## config.mk

```make
export PLATFORM = sky130hd
export DESIGN_NAME = seq_detector_cnt
export DESIGN_NICKNAME = d
export VERILOG_FILES = /design/src/rtl/seq_det_pkg.sv /design/src/rtl/sat_counter.sv /design/src/rtl/seq_detector_cnt.sv
export SDC_FILE = /design/constraint.sdc
export NUM_CORES = 1
export LEC_CHECK = 0
export ABC_AREA = 0
export BUFFER_PORTS_ARGS = -buffer_cell sky130_fd_sc_hd__clkbuf_2
export CORE_MARGIN = 2
export CORE_UTILIZATION = 52
export CTS_BUF_LIST = sky130_fd_sc_hd__clkbuf_16
export CTS_CLUSTER_DIAMETER = 40
export DETAILED_ROUTE_END_ITERATION = 16
export PLACE_DENSITY_LB_ADDON = 0.12
export SLEW_MARGIN = 20
export SYNTH_ARGS = -nofsm -noshare
export SYNTH_HDL_FRONTEND = slang
export SYNTH_HIERARCHICAL = 1
export SYNTH_SLANG_ARGS = --single-unit
```

## constraint.sdc

```tcl
create_clock -name clk -period 3 [get_ports clk]
set_input_delay 0.15 -clock clk [delete_from_list [all_inputs] [get_ports clk]]
set_output_delay 0.15 -clock clk [all_outputs]
set_load 0.1 [all_outputs]
```

## src/rtl/seq_det_pkg.sv

```systemverilog
// Shared types and defaults for the serial pattern detector.
package seq_det_pkg;

  typedef enum logic [1:0] {IDLE, ARM, RUN} state_t;

  localparam int          DEF_PAT_W   = 3;
  localparam int          DEF_CNT_W   = 10;
  localparam logic [15:0] DEF_PAT_RST = 16'b010;

  // Fill counter must hold 0..PAT_W inclusive.
  function automatic int fill_w(input int pat_w);
    return $clog2(pat_w + 1);
  endfunction

endpackage

```

## src/rtl/sat_counter.sv

```systemverilog
// Match counter with synchronous clear; saturates when SEQ_DET_SAT_EN is defined, wraps otherwise.
module sat_counter #(
  parameter int CNT_W = 10
) (
  input  logic             clk,
  input  logic             rst,
  input  logic             inc,
  input  logic             clr,
  output logic [CNT_W-1:0] count,
  output logic             sat
);

  localparam logic [CNT_W-1:0] MAX = '1;

  // Clear is applied before the increment, so clr+inc lands on 1.
  logic [CNT_W-1:0] base;
  assign base = clr ? '0 : count;

`ifdef SEQ_DET_SAT_EN
  always_ff @(posedge clk or posedge rst) begin
    if (rst) begin
      count <= '0;
      sat   <= 1'b0;
    end else begin
      if (inc && base != MAX) count <= base + CNT_W'(1);
      else                    count <= base;
      sat <= (clr ? 1'b0 : sat) | (inc && base == MAX - CNT_W'(1));
    end
  end
`else
  always_ff @(posedge clk or posedge rst) begin
    if (rst) count <= '0;
    else     count <= base + CNT_W'(inc);
  end
  assign sat = 1'b0;
`endif

endmodule

```

## src/rtl/seq_detector_cnt.sv

```systemverilog
// Serial pattern detector with loadable pattern, overlap select and match counter.
// Optional saturating counter behaviour is selected by the SEQ_DET_SAT_EN macro.
module seq_detector_cnt
  import seq_det_pkg::*;
#(
  parameter int             PAT_W   = DEF_PAT_W,
  parameter int             CNT_W   = DEF_CNT_W,
  parameter logic [PAT_W-1:0] PAT_RST = PAT_W'(DEF_PAT_RST)
) (
  input  logic             clk,
  input  logic             rst,
  input  logic             en,
  input  logic             x,
  input  logic             load,
  input  logic [PAT_W-1:0] pat_in,
  input  logic             overlap,
  input  logic             clr_count,
  output logic             y,
  output logic [CNT_W-1:0] count,
  output logic             sat,
  output logic             busy
);

  localparam int FW = fill_w(PAT_W);

  state_t           state;
  logic [PAT_W-1:0] pat, hist, hist_n;
  logic [FW-1:0]    fill;
  logic             match;

  assign hist_n = {hist[PAT_W-2:0], x};

  // fill >= PAT_W-1 before the edge means this sample completes a full window.
  assign match = en && !load && (fill >= FW'(PAT_W - 1)) && (hist_n == pat);

  always_ff @(posedge clk or posedge rst) begin
    if (rst) begin
      state <= IDLE;
      pat   <= PAT_RST;
      hist  <= '0;
      fill  <= '0;
      y     <= 1'b0;
    end else begin
      y <= match;
      if (load) begin
        pat   <= pat_in;
        hist  <= '0;
        fill  <= '0;
        state <= ARM;
      end else if (en) begin
        if (match && !overlap) begin
          hist  <= '0;
          fill  <= '0;
          state <= ARM;
        end else begin
          hist <= hist_n;
          if (fill < FW'(PAT_W)) fill <= fill + FW'(1);
          state <= (fill >= FW'(PAT_W - 1)) ? RUN : ARM;
        end
      end
    end
  end

  assign busy = (state != IDLE);

  sat_counter #(.CNT_W(CNT_W)) u_cnt (
    .clk   (clk),
    .rst   (rst),
    .inc   (match),
    .clr   (clr_count),
    .count (count),
    .sat   (sat)
  );

endmodule

```

==> flow_metrics.tcl, run 1 <==
set metrics [dict create \
    most_instantiated_library_cell_after_synthesis "sky130_fd_sc_hd__dfrtp_1" \
    wl_per_cell_um 13.54 \
    seq_area_frac_synth 0.4831 \
    worst-path-buf-inv 1 \
    initial_antenna_violation_count 0 \
    syn-num-nets 107 \
    placer_s_final_routability_congestion_estimate 0.7651 \
    peakVddDrop_mv 0.3916 \
    postPlaceCellArea_um2 1165 \
    crit_top_cell "sky130_fd_sc_hd__ha_1" \
    period_share 0.7932 \
    p_leak_nw 0.6020 \
    worst_path_largest_cell_delay_ns 0.40 \
    post_cts_resize_count 0 \
    timing.critical_path.from_type "register" \
    worst_hold_path_type "in2reg" \
    ys_types 36 \
    vias 800 \
    routed_via_density 5.556 \
    numPortBuffers 21 \
    grt_util_all_layers 0.1842 \
    ctsLongestPathBuffers 2 \
    detail_route.drc_violations 0 \
    max_clock_freq_ghz 0.4202 \
    ys.flop_type "sky130_fd_sc_hd__dfrtp_1" \
    grt_start_max_net_pins 12 \
    place_hpwl_um 1436 \
    root_cell_of_the_clock_tree "sky130_fd_sc_hd__clkbuf_16" \
    firstDrtPassIters 4 \
    clock_sink_count 20 \
    synth_top_cells_by_count "sky130_fd_sc_hd__dfrtp_1, sky130_fd_sc_hd__nand2_1, sky130_fd_sc_hd__o21ai_0, sky130_fd_sc_hd__inv_1, sky130_fd_sc_hd__nor2_1" \
    data_required_time_of_the_critical_path_ns 3.17 \
    preCtsSetupSlack_ns 0.6278 \
    cp_slowest_cell "sky130_fd_sc_hd__dfrtp_1" \
    wirelength_um 1950 \
    total_die_area_um2 2371 \
    synth_enable_flop_cells 0 \
    timing.setup.tns_ns 0 \
    grt_first_pass_wirelength_um 3429 \
    max_slew_margin 0.6374 \
    layout.cells.non_filler 144 \
    setup_violations 0 \
    post-synth-top-area-cell "sky130_fd_sc_hd__dfrtp_1" \
    floorplan.core_area_um2 1922 \
    grt_pass1_vias 788 \
    grt_setup_unrepaired "false" \
    result_of_the_run "finished, final reports clean" \
    initial_utilization 0.5404 \
    period_needed_ns 2.380 \
    yosys.area.top_type_share 0.4578 \
    postCtsHoldBufs 1 \
    fp.dieW_um 48.69 \
    critical_path.cell_chain "inv_1 > ha_1 > o21ai_0 > nor4_1 > ha_1 > ha_1 > nand4_1 > or3_1 > a21oi_1" \
    hold_violations 0 \
    postSynthRegisterBits 20 \
    pin_count 23 \
    ys.warnings.count 6 \
    crit_path_max_fanout 4 \
    criticalPathCategory "reg2reg" \
    async_reset_ff_frac 1.000 \
    cp_top_family "simple AND/OR/NAND/NOR gates" \
    tritoncts_clock_tree "done" \
    layout_setup_ws_ns 0.6203 \
    clkSlewWorstSetupHoldPaths_ns 0.05 \
    crit_path_end_kind "register" \
    cts_made_buffers 3 \
    clkLatencyLatePin_ns 0.25 \
    postSynthAreaPerCell_um2 11.17 \
    die_h_um 48.69 \
    drt_first_iter_violations 9 \
    final_antenna_net_count 0 \
    drive_above_1_share 0.3162 \
    final_slew_violations 0 \
    post_cts.repair.setup_buffers 0 \
    worst-slew-pin-transition_ns 0.5462 \
    mappedNetlistArea_um2 1038 \
    diodes 0 \
    h-tree-depth 1 \
    grt_overflow_total 0 \
    rows 16 \
    clock_skew_ns 0.002670 \
    pwr_density_cell_nw_per_um2 521.6 \
    drv_cap 0 \
    area_growth_pct 20.72 \
    placedCellCount 139 \
    post_synth_inst_count 93 \
    nets 132 \
    final_util 0.6523 \
    post_synth_main_area_contributors "sky130_fd_sc_hd__dfrtp_1, sky130_fd_sc_hd__ha_1, sky130_fd_sc_hd__xor2_2" \
    arrival_time_at_the_worst_endpoint_ns 2.55 \
    post-route-cell-area_um2 1254 \
]
==> final timing paths <==
kind	cells after the start	slack, ns	from	to
min reg2reg	2	0.47	state[1]	state[1]
max in group asynchronous	3	2.26	rst	pat[1]
min in group asynchronous	3	0.42	rst	u_cnt/count[0]
max	9	0.62	fill[0]	u_cnt/count[8]
min	2	0.13	pat_in[0]	pat[0]
max reg2reg	9	0.62	fill[0]	u_cnt/count[8]
==> layout make-up <==
| type | instances | area (um^2) |
|---|---|---|
| repair buffers | 22 | 115.1 |
| flip-flops and latches | 20 | 501.7 |
| well taps | 27 | 33.78 |
| clock inverters | 1 | 3.754 |
| fillers | 167 | 668.1 |
| multi-input cells | 66 | 505.5 |
| inverters | 5 | 18.77 |
| clock buffers | 3 | 75.07 |
==> where the power goes <==
group / internal, mW / switching [mW]
logic: 0.0301 / 0.0572
clock network: 0.177 / 0.0943
registers: 0.283 / 0.0118
total: 0.491 / 0.163
==> metrics by stage <==
stage,hold WS [ns],power (mW)
3_3_place_gp,0.1398,0.3840
4_1_cts,0.1327,0.6574
6_report,0.1328,0.6539
5_1_grt,0.1471,0.6826
2_1_floorplan,-0.01054,0.3653
3_5_place_dp,0.1406,0.3859
==> cell families after synthesis <==
logic type | Yosys count | synth area share
adders and majority gates | 4 | 0.04819
AOI/OAI and AO/OA | 18 | 0.1181
muxes | 3 | 0.03253
other | 1 | 0.003611
DFF | 20 | 0.4831
and+or+nand+nor | 32 | 0.1952
xor gates and xnor gates | 8 | 0.08917
buffers and inverters | 7 | 0.03012
==> per-layer routing <==
metal / routed length (um) / global-route usage / vias up / part of all wire
li1: - / - / 378 / -
met1: 929 / 0.2469 / 400 / 0.48
met2: 927 / 0.3082 / 20 / 0.48
met3: 81 / 0.02778 / 2 / 0.042
met4: 12 / 0.05714 / 0 / 0.0062
met5: 0 / 0 / - / 0
==> sequential cells by signal, summed over array words and instances (netlist names) <==
name / flops
u_cnt/count: 10
pat: 3
fill: 2
hist: 2
state: 2
y: 1
==> layout by cell type (no fill, tap or decap), types with 2 or more instances in the layout <==
master / Yosys / layout
sky130_fd_sc_hd__a211oi_1: 2 / 2
sky130_fd_sc_hd__ha_1: 4 / 4
sky130_fd_sc_hd__or2_2: 2 / 2
sky130_fd_sc_hd__a32oi_1: 2 / 2
sky130_fd_sc_hd__clkbuf_16: 0 / 3
sky130_fd_sc_hd__inv_1: 5 / 6
sky130_fd_sc_hd__nor2_1: 5 / 5
sky130_fd_sc_hd__o21ai_0: 6 / 6
sky130_fd_sc_hd__o31ai_1: 2 / 2
sky130_fd_sc_hd__nand2_1: 6 / 6
sky130_fd_sc_hd__dfrtp_1: 19 / 19
sky130_fd_sc_hd__nand4_1: 2 / 2
sky130_fd_sc_hd__xor2_1: 2 / 2
sky130_fd_sc_hd__mux2_2: 3 / 3
sky130_fd_sc_hd__xor2_2: 3 / 3
sky130_fd_sc_hd__a21oi_1: 2 / 2
sky130_fd_sc_hd__nor4_1: 2 / 2
sky130_fd_sc_hd__nand3_1: 3 / 3
sky130_fd_sc_hd__nor2b_1: 3 / 3
sky130_fd_sc_hd__xnor2_1: 3 / 3
sky130_fd_sc_hd__clkbuf_2: 0 / 21
Power figures use the tool's default switching activity.
==> run 2: changes to the inputs <==
ABC_AREA = 1   (was 0)
CORE_UTILIZATION = 48   (was 52)
clock period = 2.1 ns   (was 3 ns; I/O delays follow)
==> run 2 against run 1 <==
- global-route usage is 0.40 points higher
- final area increased by 16%
- first-iteration DRC count grew 67%
- sequential share of layout area decreased by 5.5 points
- largest power group unchanged
- largest cell class unchanged
- worst hold slack got worse by 0.079 ns
- clock power rose by 48%
- non-clock buffer count is 5 higher
- total power is 58% higher
- clock-buffer cell count unchanged
==> flow_metrics.tcl, run 2 <==
set metrics [dict create \
    result_of_the_run "finished, final reports clean" \
    tightest_hold_margin_ns 0.05363 \
    synth_top_cells_by_count "sky130_fd_sc_hd__nand2_1, sky130_fd_sc_hd__dfrtp_1, sky130_fd_sc_hd__inv_1, sky130_fd_sc_hd__nand3_1, sky130_fd_sc_hd__nor2_1" \
    vias 930 \
    total_die_area_um2 2834 \
    mappedNetlistArea_um2 1164 \
    rows 17 \
    filler_cell_count 204 \
    ctsLongestPathBuffers 2 \
    nets 178 \
    pwr_density_cell_nw_per_um2 709.1 \
    layout.cells.most_common_list "sky130_fd_sc_hd__nand2_1, sky130_fd_sc_hd__clkbuf_2, sky130_fd_sc_hd__inv_1, sky130_fd_sc_hd__dfrtp_1, sky130_fd_sc_hd__nor2_1" \
    post_synth_main_area_contributors "sky130_fd_sc_hd__dfrtp_1, sky130_fd_sc_hd__nand2_1, sky130_fd_sc_hd__inv_1" \
    pin_count 23 \
    post-synth-top-area-cell "sky130_fd_sc_hd__dfrtp_1" \
    root_cell_of_the_clock_tree "sky130_fd_sc_hd__clkbuf_16" \
    critical_path.startpoint "fill[0]" \
    power.share.combinational 0.201 \
    period_needed_ns 2.025 \
    h-tree-depth 1 \
    clkPwrFrac 0.389 \
    min-delay-start "pat_in[2]" \
    seq_area_frac_synth 0.4312 \
    clock_skew_ns 0.002527 \
    wirelength_um 2267 \
    grt_start_max_net_pins 14 \
    synth_enable_flop_cells 0 \
    placedCellCount 182 \
    arrival_time_at_the_worst_endpoint_ns 2.17 \
    grt_overflow_total 0 \
    routed_via_density 4.869 \
    netSwitchingFraction 0.2953 \
    detail_route.drc_violations 0 \
    crit_path_end_kind "register" \
    ys.warnings.count 6 \
    wl_per_cell_um 11.87 \
    setup_violations 0 \
    peakVddDrop_mv 0.4191 \
    cellInternalPower_mw 0.7278 \
    initial_antenna_violation_count 0 \
    numPortBuffers 21 \
    drv_cap 0 \
    initial_utilization 0.5161 \
    syn-num-nets 149 \
    max_slew_margin 0.6402 \
    clock_sink_count 20 \
    p_leak_nw 0.7426 \
    clkSlewWorstSetupHoldPaths_ns 0.06 \
    largest_register_ff_count 10 \
    postSynthAreaPerCell_um2 8.619 \
    grt_setup_unrepaired "true" \
    diodes 0 \
    floorplan.core_area_um2 2255 \
    grt_first_pass_wirelength_um 3698 \
    place_hpwl_um 1586 \
    placer_s_final_routability_congestion_estimate 0.8214 \
    yosys.area.top_type_share 0.4086 \
    criticalPathCategory "reg2reg" \
    die_h_um 53.24 \
    grt_pass1_vias 828 \
    leading_cell_type_in_the_layout_fill_and_taps_excluded "sky130_fd_sc_hd__nand2_1" \
    hold_violations 0 \
    crit_path_max_fanout 4 \
    grt_util_all_layers 0.1882 \
    timing.rr.start "fill[0]" \
    final_antenna_net_count 0 \
    worst_hold_path_type "in2reg" \
    postSynthRegisterBits 20 \
    fp.dieW_um 53.24 \
    worst-slew-pin-transition_ns 0.5420 \
    area_growth_pct 25.16 \
    final_slew_violations 0 \
    timing.critical_path.from_type "register" \
    cts_made_buffers 3 \
    drive_above_1_share 0.3926 \
    ys.flop_type "sky130_fd_sc_hd__dfrtp_1" \
    layout.cells.non_filler 191 \
    post_synth_inst_count 135 \
    power.net_switching_mw 0.3049 \
    ys_types 27 \
    layout_top_registers "u_cnt/count (10), pat (3)" \
    most_flop_heavy_register "u_cnt/count" \
    period_share 0.9642 \
    firstDrtPassIters 4 \
    drt_first_iter_violations 15 \
    max_clock_freq_ghz 0.4939 \
    clkLatencyLatePin_ns 0.25 \
    power_frac_seq 0.410 \
    data_required_time_of_the_critical_path_ns 2.24 \
    most_instantiated_library_cell_after_synthesis "sky130_fd_sc_hd__nand2_1" \
    async_reset_ff_frac 1.000 \
    tritoncts_clock_tree "done" \
]
[run 2: changes by cell type in the layout (fill, tap and decap cells not counted), sizes merged, moves of 3 or more]
cell | before | now
nor2 | 5 | 15
nand2 | 6 | 41
inv | 6 | 22
xor2 | 5 | 1
buf | 0 | 5
nand3 | 4 | 13
nor2b | 4 | 0
mux2 | 3 | 0
[run 2: cell type report]
cell class,instances,area [um^2],area share
repair buffers,27,156.4,0.1074
well taps,28,35.03,0.02405
clock buffers,3,75.07,0.05155
flip-flops and latches,20,503.0,0.3454
multi-input cells,90,600.6,0.4124
inverters,22,82.58,0.05670
clock inverters,1,3.754,0.002577
[run 2: kinds of logic after synthesis]
family          after synthesis  share of synthesized area
fa+ha+maj                     4                    0.04301
other cells                   1                   0.003223
buf+inv                      25                     0.1043
simple gates                 75                     0.3602
flops                        20                     0.4312
compound gates                6                    0.02796
xor+xnor                      4                    0.03011
[run 2: critical path: stages (launching register included)]
cell	delay, ns
sky130_fd_sc_hd__dfrtp_1	0.38
sky130_fd_sc_hd__inv_1	0.06
sky130_fd_sc_hd__ha_2	0.16
sky130_fd_sc_hd__inv_2	0.04
sky130_fd_sc_hd__nand2_4	0.06
sky130_fd_sc_hd__nand2_4	0.06
sky130_fd_sc_hd__nor4_4	0.30
sky130_fd_sc_hd__ha_2	0.27
sky130_fd_sc_hd__ha_4	0.16
sky130_fd_sc_hd__nand2_4	0.05
sky130_fd_sc_hd__nor2_4	0.14
sky130_fd_sc_hd__nand2_1	0.08
sky130_fd_sc_hd__xor2_1	0.14
[run 2: per-layer routing]
layer	vias up	part of all wire	track usage
li1	472	-	-
met1	431	0.47	0.2366
met2	22	0.47	0.3025
met3	5	0.041	0.04237
met4	0	0.019	0.08974
met5	-	0	0
[run 2: final timing paths]
path | to | slack [ns] | depth (start not counted)
setup / recovery | u_cnt/count[6] | 0.08 | 12
hold / removal | pat[2] | 0.05 | 3
setup reg to reg | u_cnt/count[6] | 0.08 | 12
hold reg to reg | state[0] | 0.48 | 2
max in group asynchronous | pat[1] | 1.43 | 3
min in group asynchronous | state[1] | 0.36 | 3
[run 2: timing repair]
action / 4_1_cts / 5_1_grt
endpoints found under the setup margin: 2 / 3
endpoints found under the hold margin: 19 / 0
resized for setup: 1 / 13
pin swaps: 0 / 8
setup buffers: 0 / 5
hold buffers: 1 / 0
gates cloned: 0 / 0
[run 2: stage by stage]
step / util / worst slack (ns) / setup TNS [ns] / cell area [um^2] / power (mW)
2_1_floorplan: - / 0.006493 / 0 / 1165 / 0.5818
3_3_place_gp: 0.5649 / 0.06813 / 0 / 1274 / 0.6052
3_5_place_dp: 0.5649 / -0.05967 / -0.1140 / 1274 / 0.6085
4_1_cts: 0.6071 / 0.02047 / 0 / 1369 / 1.012
5_1_grt: 0.6459 / -0.05925 / -0.1526 / 1456 / 1.087
6_report: 0.6459 / 0.07521 / 0 / 1456 / 1.033
[run 2: power by group through the flow]
stage | clock [mW] | combinational (mW) | sequential, mW
2_1_floorplan | 0 | 0.141 | 0.441
3_3_place_gp | 0 | 0.174 | 0.431
3_5_place_dp | 0 | 0.176 | 0.433
4_1_cts | 0.406 | 0.181 | 0.426
5_1_grt | 0.431 | 0.230 | 0.426
6_report | 0.401 | 0.208 | 0.423
==> run 3: changes to the inputs <==
CORE_UTILIZATION = 53   (was 48)
PLACE_DENSITY_LB_ADDON = 0.1   (was 0.12)
clock period = 1.95 ns   (was 2.1 ns; I/O delays follow)
==> run 3 against run 2 <==
- die area down 8.7%
- routed wire length rose by 6.2%
- via count up 3.4%
- flip-flop and latch count unchanged
- final area up 2.2%
- critical endpoint unchanged
==> flow_metrics.tcl, run 3 (synthesis gave the netlist of run 2 again) <==
set metrics [dict create \
    grt_most_used_layer "met2" \
    vias 962 \
    most_flop_heavy_register "u_cnt/count" \
    grt_first_pass_wirelength_um 3712 \
    critical_path_cell_count 10 \
    worst_hold_path_type "in2reg" \
    cp_top_family "simple AND/OR/NAND/NOR gates" \
    clock_sink_count 20 \
    grt_util_met2 0.3136 \
    leading_cell_type_in_the_layout_fill_and_taps_excluded "sky130_fd_sc_hd__nand2_1" \
    die_h_um 50.86 \
    final_slew_violations 0 \
    layout_top_registers "u_cnt/count (10), pat (3)" \
    max_slew_margin 0.6397 \
    max_clock_freq_ghz 0.5254 \
    h-tree-depth 1 \
    gr-usage-met3 0.02632 \
    use_met1 0.2620 \
    clock_skew_ns 0.003569 \
    ctsLongestPathBuffers 2 \
    drv_cap 0 \
    tritoncts_clock_tree "done" \
    whs_path_depth 3 \
    clkSlewWorstSetupHoldPaths_ns 0.06 \
    worst-path-buf-inv 1 \
    pwr_density_cell_nw_per_um2 740.0 \
    pin_count 23 \
    final_antenna_net_count 0 \
    rr_worst_depth 10 \
    nets 180 \
    peakVddDrop_mv 0.5539 \
    p_leak_nw 0.7528 \
    rows 16 \
    clkLatencyLatePin_ns 0.25 \
    arrival_time_at_the_worst_endpoint_ns 2.04 \
    area_growth_pct 27.96 \
    worst_path_largest_cell_delay_ns 0.53 \
    largest_register_ff_count 10 \
    grt_util_all_layers 0.1943 \
    total_power_mw 1.102 \
    timing.critical_path.from_type "register" \
    root_cell_of_the_clock_tree "sky130_fd_sc_hd__clkbuf_16" \
    grt_overflow_total 0 \
    diodes 0 \
    layout.cells.most_common_list "sky130_fd_sc_hd__nand2_1, sky130_fd_sc_hd__clkbuf_2, sky130_fd_sc_hd__inv_1, sky130_fd_sc_hd__dfrtp_1, sky130_fd_sc_hd__nor2_1" \
    numPortBuffers 21 \
    drive_above_1_share 0.4182 \
    crit_path_max_fanout 4 \
    cp_slowest_cell "sky130_fd_sc_hd__dfstp_2" \
    grt_pass1_vias 841 \
    initial_antenna_violation_count 0 \
    result_of_the_run "finished, final reports clean" \
    detail_route.drc_violations 0 \
    cts_made_buffers 3 \
    place_hpwl_um 1631 \
    wirelength_um 2407 \
    placer_s_final_routability_congestion_estimate 0.8267 \
    routed_via_density 5.010 \
    grt_setup_unrepaired "true" \
    drt_first_iter_violations 17 \
    fp.dieW_um 50.86 \
    hold_violations 0 \
    period_share 0.9761 \
    data_required_time_of_the_critical_path_ns 2.09 \
    total_die_area_um2 2586 \
    initial_utilization 0.5755 \
    final_util 0.7364 \
    crit_path_end_kind "register" \
    setup_violations 0 \
    period_needed_ns 1.903 \
    critical_path.cell_chain "inv_2 > nand2_2 > nand2_4 > nor4_4 > ha_4 > ha_4 > nand2_4 > nor2_4 > nand2_1 > xor2_1" \
    grt_start_max_net_pins 14 \
    worst-slew-pin-transition_ns 0.5428 \
    firstDrtPassIters 4 \
    wl_per_cell_um 12.54 \
    criticalPathCategory "reg2reg" \
    floorplan.core_area_um2 2022 \
]
-- run 3: changes by cell type in the layout (fill, tap and decap cells not counted), sizes merged --
| cell | previous run | this run |
|---|---|---|
| buf | 5 | 7 |
-- run 3: layout make-up --
cell class              count  area, um^2
well taps                  27       33.78
fillers                   158       533.0
flip-flops and latches     20       504.2
clock buffers               3       75.07
repair buffers             29       171.4
clock inverters             1       3.754
multi-input cells          90       618.1
inverters                  22       82.58
-- run 3: layer usage --
| layer | vias to the layer above | share of wire |
|---|---|---|
| met5 | - | 0 |
| met4 | 0 | 0.016 |
| met3 | 6 | 0.038 |
| met2 | 28 | 0.48 |
| met1 | 450 | 0.46 |
| li1 | 478 | - |
-- run 3: tightest hold or removal path: cells and delay by family --
kind                   cells  cell delay, ns
AOI/OAI and AO/OA          1            0.07
buffers and inverters      1            0.08
and+or+nand+nor            1            0.05
-- run 3: timing repair --
item / 4_1_cts / 5_1_grt
hold buffers: 1 / 0
buffers inserted: 0 / 5
endpoints found under the hold margin: 19 / 0
setup endpoints to repair: 0 / 3
gates resized for setup: 0 / 9
-- run 3: stage by stage --
step / TNS (ns) / cell area [um^2] / hold slack [ns] / std cells / worst slack (ns)
4_1_cts: 0 / 1418 / 0.04445 / 187 / 0.004370
5_1_grt: -0.2148 / 1489 / 0.07826 / 192 / -0.05258
3_5_place_dp: 0 / 1329 / 0.1009 / 182 / 0.01127
2_1_floorplan: 0 / 1214 / -0.06304 / 135 / 0.007414
6_report: 0 / 1489 / 0.04320 / 192 / 0.04655
3_3_place_gp: 0 / 1329 / 0.09070 / 182 / 0.06009
-- run 3: report_power, final --
group | internal (mW) | switching [mW] | leakage, nW
combinational | 0.0632 | 0.155 | 0.452
clock | 0.273 | 0.153 | 0.0385
sequential | 0.442 | 0.0164 | 0.262
-- run 3: final timing paths --
path	startpoint	end	slack (ns)
max in group asynchronous	rst	pat[1]	1.24
setup / recovery	pat[1]	u_cnt/count[6]	0.05
hold / removal	pat_in[1]	pat[1]	0.04
setup reg to reg	pat[1]	u_cnt/count[6]	0.05
hold reg to reg	state[0]	state[0]	0.49
min in group asynchronous	rst	u_cnt/count[7]	0.37
